File: config.mk
export PLATFORM = sky130hd
export DESIGN_NAME = pipeline_hazard_ctrl
export DESIGN_NICKNAME = d
export VERILOG_FILES = /design/src/rtl/cpu_pkg.sv /design/src/rtl/fwd_select.sv /design/src/rtl/pipeline_hazard_ctrl.sv
export SDC_FILE = /design/constraint.sdc
export NUM_CORES = 1
export LEC_CHECK = 0
export ABC_CLOCK_PERIOD_IN_PS = 2540
export BUFFER_PORTS_ARGS = -buffer_cell sky130_fd_sc_hd__buf_4
export CAP_MARGIN = 20
export CORE_MARGIN = 5
export CORE_UTILIZATION = 52
export CTS_BUF_LIST = sky130_fd_sc_hd__clkbuf_4 sky130_fd_sc_hd__clkbuf_8 sky130_fd_sc_hd__clkbuf_16
export DETAILED_ROUTE_END_ITERATION = 8
export PLACE_DENSITY = 0.8
export SYNTH_ARGS = -nofsm -noshare
export SYNTH_HDL_FRONTEND = slang
export SYNTH_SLANG_ARGS = --single-unit
File: constraint.sdc
create_clock -name clk -period 2.54 [get_ports clk]
set_input_delay 0.254 -clock clk [delete_from_list [all_inputs] [get_ports clk]]
set_output_delay 0.254 -clock clk [all_outputs]
set_load 0.01 [all_outputs]
File: src/rtl/cpu_pkg.sv
// Shared definitions for the 5-stage core control logic.
//  fwd_sel_t  : operand forwarding-mux select encoding
//  hz_state_t : hazard controller memory-wait FSM states
//  XZR        : index of the hard-wired zero register
package cpu_pkg;

  typedef enum logic [1:0] {
    FWD_EXE = 2'd0,
    FWD_MEM = 2'd1,
    FWD_REG = 2'd2
  } fwd_sel_t;

  typedef enum logic {
    HZ_RUN,
    HZ_WAIT
  } hz_state_t;

  localparam int XZR = 31;

endpackage

File: src/rtl/fwd_select.sv
// Forwarding select for a single source operand.
//  src          : source register index read in DEC
//  exe_aw       : EXE destination index, exe_regwrite its write enable
//  mem_aw       : MEM destination index, mem_regwrite its write enable
//  sel          : FWD_EXE / FWD_MEM / FWD_REG (EXE has priority)
module fwd_select
  import cpu_pkg::*;
#(
  parameter int REGW     = 5,
  parameter int ZERO_REG = XZR
) (
  input  logic [REGW-1:0] src,
  input  logic [REGW-1:0] exe_aw,
  input  logic            exe_regwrite,
  input  logic [REGW-1:0] mem_aw,
  input  logic            mem_regwrite,
  output fwd_sel_t        sel
);

  localparam logic [REGW-1:0] ZR = REGW'(ZERO_REG);

  logic src_live;
  assign src_live = (src != ZR);

  always_comb begin
    sel = FWD_REG;
    if (src_live && exe_regwrite && (exe_aw == src)) begin
      sel = FWD_EXE;
    end else if (src_live && mem_regwrite && (mem_aw == src)) begin
      sel = FWD_MEM;
    end
  end

endmodule

File: src/rtl/pipeline_hazard_ctrl.sv
// Hazard / interlock controller for the IF/DEC/EXE/MEM/WR pipeline.
//  Inputs : DEC source operands and their use flags, B.LT flag use, DEC redirect,
//           EXE destination/regwrite/load/setflag, MEM destination/regwrite/access.
//  Outputs: rn_sel/rm_sel forwarding selects, pc_stall, ifdec_stall, ifdec_flush,
//           decexe_bubble, exemem_stall, memwr_bubble, stall_cnt, flush_cnt.
//  reset is asynchronous, active-low; while low every control output is idle.
module pipeline_hazard_ctrl
  import cpu_pkg::*;
#(
  parameter int REGW     = 5,
  parameter int ZERO_REG = XZR,
  parameter int MEM_LAT  = 1,
  parameter int CNT_W    = 32
) (
  input  logic             clk,
  input  logic             reset,
  input  logic [REGW-1:0]  dec_rn,
  input  logic [REGW-1:0]  dec_rm,
  input  logic             dec_use_rn,
  input  logic             dec_use_rm,
  input  logic             dec_use_flags,
  input  logic             dec_redirect,
  input  logic [REGW-1:0]  exe_aw,
  input  logic             exe_regwrite,
  input  logic             exe_memread,
  input  logic             exe_setflag,
  input  logic [REGW-1:0]  mem_aw,
  input  logic             mem_regwrite,
  input  logic             mem_access,
  output logic [1:0]       rn_sel,
  output logic [1:0]       rm_sel,
  output logic             pc_stall,
  output logic             ifdec_stall,
  output logic             ifdec_flush,
  output logic             decexe_bubble,
  output logic             exemem_stall,
  output logic             memwr_bubble,
  output logic [CNT_W-1:0] stall_cnt,
  output logic [CNT_W-1:0] flush_cnt
);

  localparam logic [REGW-1:0] ZR        = REGW'(ZERO_REG);
  localparam bit              HAS_WAIT  = (MEM_LAT > 1);
  localparam logic [2:0]      WAIT_LOAD = HAS_WAIT ? 3'(MEM_LAT - 2) : 3'd0;

  // ---------------- forwarding ----------------
  fwd_sel_t rn_fwd, rm_fwd;

  fwd_select #(.REGW(REGW), .ZERO_REG(ZERO_REG)) u_fwd_rn (
    .src          (dec_rn),
    .exe_aw       (exe_aw),
    .exe_regwrite (exe_regwrite),
    .mem_aw       (mem_aw),
    .mem_regwrite (mem_regwrite),
    .sel          (rn_fwd)
  );

  fwd_select #(.REGW(REGW), .ZERO_REG(ZERO_REG)) u_fwd_rm (
    .src          (dec_rm),
    .exe_aw       (exe_aw),
    .exe_regwrite (exe_regwrite),
    .mem_aw       (mem_aw),
    .mem_regwrite (mem_regwrite),
    .sel          (rm_fwd)
  );

  assign rn_sel = reset ? rn_fwd : FWD_REG;
  assign rm_sel = reset ? rm_fwd : FWD_REG;

  // ---------------- interlock detection ----------------
  logic load_use, flag_use, dec_hz;

  assign load_use = exe_memread && exe_regwrite && (exe_aw != ZR) &&
                    ((dec_use_rn && (dec_rn == exe_aw)) ||
                     (dec_use_rm && (dec_rm == exe_aw)));
  assign flag_use = dec_use_flags && exe_setflag;
  assign dec_hz   = load_use || flag_use;

  // ---------------- memory-wait FSM ----------------
  hz_state_t        state_q, state_d;
  logic [2:0]       wait_q, wait_d;
  logic             consumed_q, consumed_d;
  logic [CNT_W-1:0] stall_cnt_q, stall_cnt_d;
  logic [CNT_W-1:0] flush_cnt_q, flush_cnt_d;

  // Buffer 3 is held through WAIT, so the finished access is still visible in MEM
  // on the first RUN cycle; consumed_q blocks it from re-arming the wait.
  always_comb begin
    state_d       = state_q;
    wait_d        = wait_q;
    consumed_d    = 1'b0;
    pc_stall      = 1'b0;
    ifdec_stall   = 1'b0;
    ifdec_flush   = 1'b0;
    decexe_bubble = 1'b0;
    exemem_stall  = 1'b0;
    memwr_bubble  = 1'b0;

    case (state_q)
      HZ_RUN: begin
        pc_stall      = dec_hz;
        ifdec_stall   = dec_hz;
        decexe_bubble = dec_hz;
        ifdec_flush   = dec_redirect && !dec_hz;
        if (HAS_WAIT && mem_access && !consumed_q) begin
          state_d = HZ_WAIT;
          wait_d  = WAIT_LOAD;
        end
      end
      HZ_WAIT: begin
        pc_stall     = 1'b1;
        ifdec_stall  = 1'b1;
        exemem_stall = 1'b1;
        memwr_bubble = 1'b1;
        if (wait_q == 3'd0) begin
          state_d    = HZ_RUN;
          consumed_d = 1'b1;
        end else begin
          wait_d = wait_q - 3'd1;
        end
      end
      default: begin
        state_d = HZ_RUN;
        wait_d  = 3'd0;
      end
    endcase

    if (!reset) begin
      pc_stall      = 1'b0;
      ifdec_stall   = 1'b0;
      ifdec_flush   = 1'b0;
      decexe_bubble = 1'b0;
      exemem_stall  = 1'b0;
      memwr_bubble  = 1'b0;
    end
  end

  // ---------------- performance counters ----------------
  always_comb begin
    stall_cnt_d = stall_cnt_q;
    flush_cnt_d = flush_cnt_q;
    if (pc_stall)    stall_cnt_d = stall_cnt_q + CNT_W'(1);
    if (ifdec_flush) flush_cnt_d = flush_cnt_q + CNT_W'(1);
  end

  always_ff @(posedge clk or negedge reset) begin
    if (!reset) begin
      state_q     <= HZ_RUN;
      wait_q      <= 3'd0;
      consumed_q  <= 1'b0;
      stall_cnt_q <= '0;
      flush_cnt_q <= '0;
    end else begin
      state_q     <= state_d;
      wait_q      <= wait_d;
      consumed_q  <= consumed_d;
      stall_cnt_q <= stall_cnt_d;
      flush_cnt_q <= flush_cnt_d;
    end
  end

  assign stall_cnt = stall_cnt_q;
  assign flush_cnt = flush_cnt_q;

endmodule

## Word-level counts from Yosys, hierarchy flattened

Index checks and enable logic that the tools add are counted.

| word-level totals | value |
|---|---|
| register bits | 68 |
| bits of input ports | 31 |
| output and inout port bits | 74 |
| logic and storage cells | 54 |

| operators by class | value |
|---|---|
| add/subtract/negate cells | 3 |
| equality and inequality tests | 9 |
| multiplexer cells | 16 |
| bitwise logic cells | 2 |
| reduce and logical (&&, ||, !) cells | 20 |

Operator list:

| cell | number |
|---|---|
| 32-bit by 1-bit adder with 32-bit output (second input constant) | 2 |
| 5-bit == test | 6 |
| 1-bit logical AND | 15 |
| 5-bit != test (second input constant) | 3 |
| 2-bit two-way mux | 6 |
| 1-bit two-way mux | 9 |
| 3-bit zero test | 1 |
| 3-bit by 1-bit subtractor with 3-bit output (second input constant) | 1 |
| 1-bit logical OR | 2 |
| 1-bit inverter | 2 |
| 1-bit case mux with 2 select lines | 1 |
| 2-bit AND reduction | 1 |
| 1-bit zero test | 1 |

## Longest topological paths before layout

Gate-level depths: netlist (run 1).

| logic depth | value |
|---|---|
| word-level depth | 9 |
| gate-level depth with buffers | 8 |
| mapped depth without buffers | 7 |

## Modules after synthesis

A second synthesis (run 1) with hierarchy kept.

| unflattened totals | value |
|---|---|
| cells, all modules | 356 |
| area total of the unflattened synthesis | 3667.3 um^2 |

By module, submodules not included:

| module | instances | cells an instance | area each (um^2) | sequential area each (um^2) |
|---|---|---|---|---|
| pipeline_hazard_ctrl | 1 | 318 | 3384.5 | 1701.6 |
| fwd_select | 2 | 19 | 141.4 | 0.0 |

## Least setup slack after synthesis (run 1)

OpenSTA, ideal clock, no wires.

| timing path | value |
|---|---|
| path kind | register -> register |
| from | register stall_cnt_q[0] (netlist: stall_cnt[0]) |
| to | register stall_cnt_q[16] (netlist: stall_cnt[16]) |
| library setup time | 0.126 ns |
| arrival time | 1.825 ns |
| data required time | 2.414 ns |
| path slack | 0.589 ns |
| stages on the path, launching flop included | 8 |
| buffers on the path | 1 |
| clock period less this slack | 1.951 ns |
| cells stage by stage | dfrtp_1 ha_1 and3_1 and3_1 clkbuf_1 nand2_1 or4b_4 xnor2_2 |

| on the way | value |
|---|---|
| longest elaborated chain between the ends | 1 |

RTL lines:

| element | RTL line | text |
|---|---|---|
| start, declared | pipeline_hazard_ctrl.sv:83 | `logic [CNT_W-1:0] stall_cnt_q, stall_cnt_d;` |
| start signal, assigned | pipeline_hazard_ctrl.sv:157 | `stall_cnt_q <= stall_cnt_d;` |
| 32-bit by 1-bit adder with 32-bit output | pipeline_hazard_ctrl.sv:142 | `if (pc_stall) stall_cnt_d = stall_cnt_q + CNT_W'(1);` |

No other way between the ends.
A chain may end at the register's enable or synchronous reset.

## Worst setup path in the final report (run 1)

| timing path | value |
|---|---|
| from | input port reset |
| to | register flush_cnt_q[27] (netlist: flush_cnt[27]) |

| on the way | value |
|---|---|
| longest elaborated chain between the ends | 1 |

RTL lines:

| element | RTL line | text |
|---|---|---|
| start, declared | pipeline_hazard_ctrl.sv:16 | `input logic reset,` |
| 1-bit two-way mux | pipeline_hazard_ctrl.sv:128 | `if (!reset) begin` |
| end signal, assigned | pipeline_hazard_ctrl.sv:158 | `flush_cnt_q <= flush_cnt_d;` |
| end, declared | pipeline_hazard_ctrl.sv:84 | `logic [CNT_W-1:0] flush_cnt_q, flush_cnt_d;` |

No other way between the ends.

==> qor.txt, run 1 <==
Mapped cell area - 0.003581 mm^2
Placed Cells - 527
Crit Path Category - input port to flop
Vias per cell - 5.608
Total gr overflow - 0
Yosys warns - 0
Final wirelength - 8739 um
Share of layout cells above drive strength 1 - 0.2866
Clk Tree Root Cell - clkbuf_8
Syn nets - 387
Worst setup EP type - flop
Antenna violations before repair - 0
CTS tree - done
Most frequent cell after synthesis - dfrtp_1
FF/Latch Area - 0.001702 mm^2
Max cap viols - 0
Area leader, netlist - dfrtp_1
Final setup margin - 0.3810 ns
Synth unique cells - 34
RSZ-0062 raised after global routing - false
Setup TNS Final - 0 ns
Seq cells post-synth - 68
Vias - 3051
Final setup vio count - 0
Inserted Clock Buffers - 9
FMAX - 463.2 MHz
Avg WL per Cell - 16.06 um
GRT Overall Usage - 0.2071
Multi-input logic area - 0.001789 mm^2
Worst hold slack - 0.2165 ns
Die area - 0.008646 mm^2
Synth top area share - 0.4752
Final ANT Viol Nets - 0
Final net count - 494
CORE AREA - 0.006756 mm^2
Synth Area per Inst - 10.17 um^2
Seq/Total Area, Yosys - 0.4752
DRC viols - 0
Clock Tree Buf Depth - 2
First-pass GRT wire length - 14420 um
Slew of the pin with the lowest slew margin - 0.6123 ns
Fill count - 518
FF-to-FF path depth - 6
Cells after synthesis - 352
Crit path launch type - input port
Commonest cells in the netlist - 68 x dfrtp_1, 53 x xnor2_1, 30 x nand3_1, 30 x nand4_1, 29 x xor2_1
Die height - 92.99 um
Io pins - 105
Critical-path maximum fanout - 5
Reg clk slew, reported paths - 0.08 ns
Post-layout util - 0.6919
Final GP Congestion - 0.8444
Clock skew - 0.01190 ns
Hold Path Stages - 3
Post-synth ARST share - 1.000
Min Clock Period, post-route - 2.159 ns
Final Max Tran Viols - 0
I/O Buffers - 103
Initial core utilization - 0.5300
Insertion delay to the later sink of the worst-skew pair - 0.34 ns
Status - finished, final reports clean
Synth top area cells - dfrtp_1 48%, xnor2_1 13%, xor2_1 7.1%
Largest net degree at the start of global routing - 88
Post-synth top flop - dfrtp_1
Period utilization - 0.8500
Crit path DAT - 2.43 ns
Drt initial violations - 145
HP Class - input port to flop
Worst-case vdd ir drop - 372.6 uV
Die Wd - 92.99 um
Pre-CTS setup slack - 0.4329 ns
Power Density - 580.0 mW/mm^2
Final Hold Viols - 0
Max transition margin - 0.5900
H-Tree Depth - 3
Antenna cell count - 0
Sink Count - 68
Drt first pass iters - 4
Leak pwr - 0.002284 uW
HPWL Detailed - 6537 um
Area Growth Syn to Fin - 30.54%
Placement row count - 30
EDFF count, synth - 0
Vias in the first global route - 3005
Non-filler cells, final - 544
Required time worst endpoint - 2.81 ns
==> power breakdown <==
| group | switching (uW) | internal (uW) | total, uW |
|---|---|---|---|
| clock | 421 | 608 | 1030 |
| sequential | 93.3 | 1160 | 1250 |
| combinational | 199 | 231 | 430 |
| total | 714 | 2000 | 2710 |
==> sequential cells by signal, indices dropped and copies added (netlist names) <==
| signal | cells |
|---|---|
| state_q | 1 |
| stall_cnt | 32 |
| wait_q | 3 |
| flush_cnt | 32 |
==> worst max-delay path: stages <==
cell and delay (ns):
dlygate4sd3_1 0.56, buf_4 0.15, and4_1 0.24, nand3_1 0.17
nor2_1 0.26, o2111ai_1 0.34, nor3_1 0.31, xnor2_1 0.15
==> through the flow <==
| stage | instance area, um^2 | total power [uW] |
|---|---|---|
| after floorplan | 3581 | 1459 |
| after global placement | 4429 | 1692 |
| after detailed placement | 4429 | 1706 |
| after CTS | 4674 | 2723 |
| after global routing | 4674 | 2828 |
| final | 4674 | 2711 |
==> final timing paths <==
kind	end	slack [ns]	startpoint
max	flush_cnt[27]$_DFFE_PN0P_	0.38	reset
min	flush_cnt[3]$_DFFE_PN0P_	0.22	dec_redirect
max reg2reg	flush_cnt[26]$_DFFE_PN0P_	0.45	state_q$_DFF_PN0_
min reg2reg	flush_cnt[31]$_DFFE_PN0P_	0.47	flush_cnt[31]$_DFFE_PN0P_
max in group asynchronous	wait_q[2]$_DFFE_PN0P_	1.67	reset
min in group asynchronous	stall_cnt[14]$_DFFE_PN0P_	0.56	reset
==> logic make-up after synthesis <==
| logic type | share of synthesized area |
|---|---|
| buffers and inverters | 0.02516 |
| adder cells (fa/ha/maj) | 0.01398 |
| multiplexers | 0.006289 |
| flip-flops | 0.4752 |
| AND/OR/NAND/NOR | 0.2498 |
| AO/OA/AOI/OAI | 0.02445 |
| XOR/XNOR | 0.2051 |
==> final cells by class <==
class                      instances  share of cell area
inverter                           6            0.004818
multi-input combinational        266              0.3828
clock buffer                      11             0.03239
sequential                        68              0.3640
clock inverter                     5             0.01793
tap                               80             0.02141
timing repair buffer             108              0.1767
==> per-layer routing <==
| layer | GRT usage | routed length [um] |
|---|---|---|
| met4 | 0.05495 | 102 |
| met5 | 0 | 0 |
| met1 | 0.2662 | 3797 |
| met2 | 0.3509 | 4330 |
| met3 | 0.04988 | 508 |
==> cells in the final DEF (no fill, tap or decap) <==
cell type,n
clkinvlp_4,2
nand2b_1,2
xor2_1,29
dlygate4sd3_1,1
a21oi_2,1
o22a_2,1
or4b_4,1
a21oi_1,3
xnor2_2,1
xnor2_1,53
o21ai_0,2
bufinv_16,2
and3_1,18
nand3_1,30
nor4_2,1
o211ai_1,2
ha_1,4
dfrtp_1,68
and4_1,6
nor4_1,6
and2_1,4
nand4_1,30
o2111ai_1,1
nand2_1,27
or2_2,1
clkinv_4,1
inv_1,6
o21a_4,1
nor2_1,19
nor3_1,18
nor3b_2,1
clkbuf_8,11
o21ai_1,1
buf_12,1
buf_4,106
nor4b_1,1
mux2_2,2
==> what timing repair did <==
action	4_1_cts	5_1_grt
gates resized for setup	0	0
hold endpoints to repair	46	0
hold buffers	1	0
buffers inserted	0	0
setup endpoints to repair	0	0
(Power assumes the default switching activity.)
==> inputs of run 2 (changes only) <==
Settings changed: ABC_CLOCK_PERIOD_IN_PS 2540 to 2029.
Clock period 2.54 ns to 2.03 ns, I/O delays scaled along.
==> run 2 against run 1 <==
Routed wire length rose by 7.4%. Largest power group unchanged. First-iteration DRC count fell by 17%. Sequential power rose by 26%. Final cell count rose by 4.0%. Critical path depth fell by 1. Clock skew barely moved. Largest cell class unchanged. Final area rose by 3.8%. Register-to-register slack got worse by 0.35 ns. Via count rose by 3.7%. Non-clock buffer count rose by 22.
==> qor.txt, run 2 (synthesis gave the netlist of run 1 again) <==
Reg2reg end - stall_cnt[21]$_DFFE_PN0P_
Area Growth Syn to Fin - 35.50%
Cell Chain, Critical Path - and4_1 > and3_1 > and3_1 > buf_4 > nand3_1 > nor4_1 > xor2_1
FF-to-FF setup slack - 0.1 ns (-0.35 ns)
Drt first pass iters - 4 (unchanged)
Internal Power - 2471 uW (+24%)
Max transition margin - 0.5413 (-0.04870)
Clock Tree Buf Depth - 2 (unchanged)
Final Hold Viols - 0 (unchanged)
Reg clk slew, reported paths - 0.08 ns (about the same)
HP Class - input port to flop
Total gr overflow - 0 (unchanged)
Sw Pwr - 914.5 uW (+28%)
CP max stage delay - 0.43 ns (-0.13 ns)
Final ANT Viol Nets - 0 (unchanged)
Avg WL per Cell - 16.58 um (+3.2%)
CP Launch Point - stall_cnt[8]$_DFFE_PN0P_
Most common cell after layout, fill and taps aside - buf_4
DRC viols - 0 (unchanged)
Final setup margin - 0.09895 ns (-0.2821 ns)
Vias - 3165 (+3.7%)
CP most frequent cell - and3_1
Placement row count - 30 (unchanged)
I/O Buffers - 103 (unchanged)
Crit path launch type - flop
Share of layout cells above drive strength 1 - 0.3272 (+0.04052)
Crit path DAT - 2.21 ns (-0.22 ns)
Critical-path maximum fanout - 11 (+6)
Crit path buffers/inverters - 1 (-1)
FMAX - 517.9 MHz
First-pass GRT wire length - 15300 um (+6.1%)
CTS tree - done
GRT Overall Usage - 0.2230 (+0.01588)
FF-to-FF path depth - 7 (+1)
Pre-CTS setup slack - 0.01025 ns (-0.4226 ns)
HPWL Detailed - 6973 um (+6.7%)
Clock skew - 0.01210 ns (+0.0002009 ns)
Drt initial violations - 121 (-17%)
Antenna cell count - 0 (unchanged)
Final setup vio count - 0 (unchanged)
Clk Tree Root Cell - clkbuf_8
Inserted Clock Buffers - 9 (unchanged)
Vias per cell - 5.592 (-0.30%)
Required time worst endpoint - 2.31 ns (-0.50 ns)
H-Tree Depth - 3 (unchanged)
Fill count - 507 (-2.1%)
Sw Share - 0.2702 (+0.006966)
Io pins - 105 (unchanged)
Part of the power in the clock network - 0.373 (-0.007)
Launch point of the worst reg-to-reg path - stall_cnt[8]$_DFFE_PN0P_
Power Density - 697.7 mW/mm^2 (+20%)
Critical path depth - 7 (-1)
Status - finished, final reports clean
Sink Count - 68 (unchanged)
Antenna violations before repair - 0 (unchanged)
Post-layout util - 0.7181 (+0.02630)
Final wirelength - 9382 um (+7.4%)
Final net count - 516 (+4.5%)
RSZ-0062 raised after global routing - true
Period utilization - 0.9513
Worst setup EP type - flop
Die area - 0.008646 mm^2 (unchanged)
Die Wd - 92.99 um (unchanged)
Sequential Power Share - 0.464 (+0.002)
Crit path capture - stall_cnt[21]$_DFFE_PN0P_
Crit Path Category - flop to flop
Min Clock Period, post-route - 1.931 ns
Largest net degree at the start of global routing - 40 (-55%)
Insertion delay to the later sink of the worst-skew pair - 0.35 ns (about the same)
Critical Path Slowest Stage Cell - dfrtp_1
Leak pwr - 0.002399 uW (+5.0%)
Most frequent cells in the layout - 128 x buf_4, 68 x dfrtp_1, 53 x xnor2_1
Combinational share of power - 0.163 (+0.004)
Vias in the first global route - 3178 (+5.8%)
Delay-heaviest family, CP - simple AND/OR/NAND/NOR gates
Max cap viols - 0 (unchanged)
Final Max Tran Viols - 0 (unchanged)
Slew of the pin with the lowest slew margin - 0.6850 ns (+0.07273 ns)
Worst-case vdd ir drop - 516.0 uV (+38%)
CORE AREA - 0.006756 mm^2 (unchanged)
Die height - 92.99 um (unchanged)
Setup Fix Bufs, Post-CTS - 0 (unchanged)
Initial core utilization - 0.5300 (unchanged)
Final GP Congestion - 0.8294 (-1.8%)
## run 2: layout make-up
cell class | count | area [um^2] | share of cell area
clock buffer | 10 | 137.6 | 0.02837
clock inverter | 6 | 86.33 | 0.01779
inverter | 6 | 22.52 | 0.004642
multi-input combinational | 266 | 1813 | 0.3736
sequential | 68 | 1702 | 0.3507
tap | 80 | 100.1 | 0.02063
timing repair buffer | 130 | 991.0 | 0.2042
## run 2: worst min-delay path by stage
stage                  from                        to  slack (ns)  cells after the start
2_1_floorplan         reset  flush_cnt[0]$_DFFE_PN0P_       -0.09                      0
3_3_place_gp          reset  flush_cnt[0]$_DFFE_PN0P_        0.01                      1
3_5_place_dp          reset  flush_cnt[0]$_DFFE_PN0P_        0.01                      1
4_1_cts        dec_redirect  flush_cnt[4]$_DFFE_PN0P_        0.15                      3
5_1_grt        dec_redirect  flush_cnt[3]$_DFFE_PN0P_        0.16                      3
6_report       dec_redirect  flush_cnt[4]$_DFFE_PN0P_        0.16                      3
## run 2: through the flow
stage          cell area [um^2]  hold WS (ns)  TNS [ns]  total power (uW)  std cells
6_report                   4852        0.1643         0              3385        566
4_1_cts                    4828        0.1507         0              3408        566
5_1_grt                    4852        0.1646  -0.08663              3539        566
3_3_place_gp               4574       0.01134         0              2124        548
2_1_floorplan              3581      -0.09259         0              1825        352
3_5_place_dp               4574       0.01174         0              2147        548
## run 2: what timing repair did
item	in CTS	in global routing
hold endpoints to repair	68	0
setup endpoints to repair	0	5
resized for setup	0	4
hold buffers	2	0
## run 2: power by group through the flow
stage               logic [uW]  clock network (uW)  registers (uW)
floorplan                  210                   0            1620
global placement           535                   0            1590
detailed placement         548                   0            1600
CTS                        558                1280            1570
global route               607                1340            1590
finish                     551                1260            1570
## run 2: worst register-to-register path: stages, from the launching register on
cell,delay (ns)
dfrtp_1,0.43
and4_1,0.25
and3_1,0.18
and3_1,0.18
buf_4,0.18
nand3_1,0.17
nor4_1,0.31
xor2_1,0.18
## run 2: metal layers
layer,up-vias,global-route usage,part of all wire
met1,1565,0.2710,0.41
li1,1494,-,-
met5,-,0,0
met4,0,0.05495,0.010
met2,95,0.3923,0.52
met3,11,0.06114,0.062
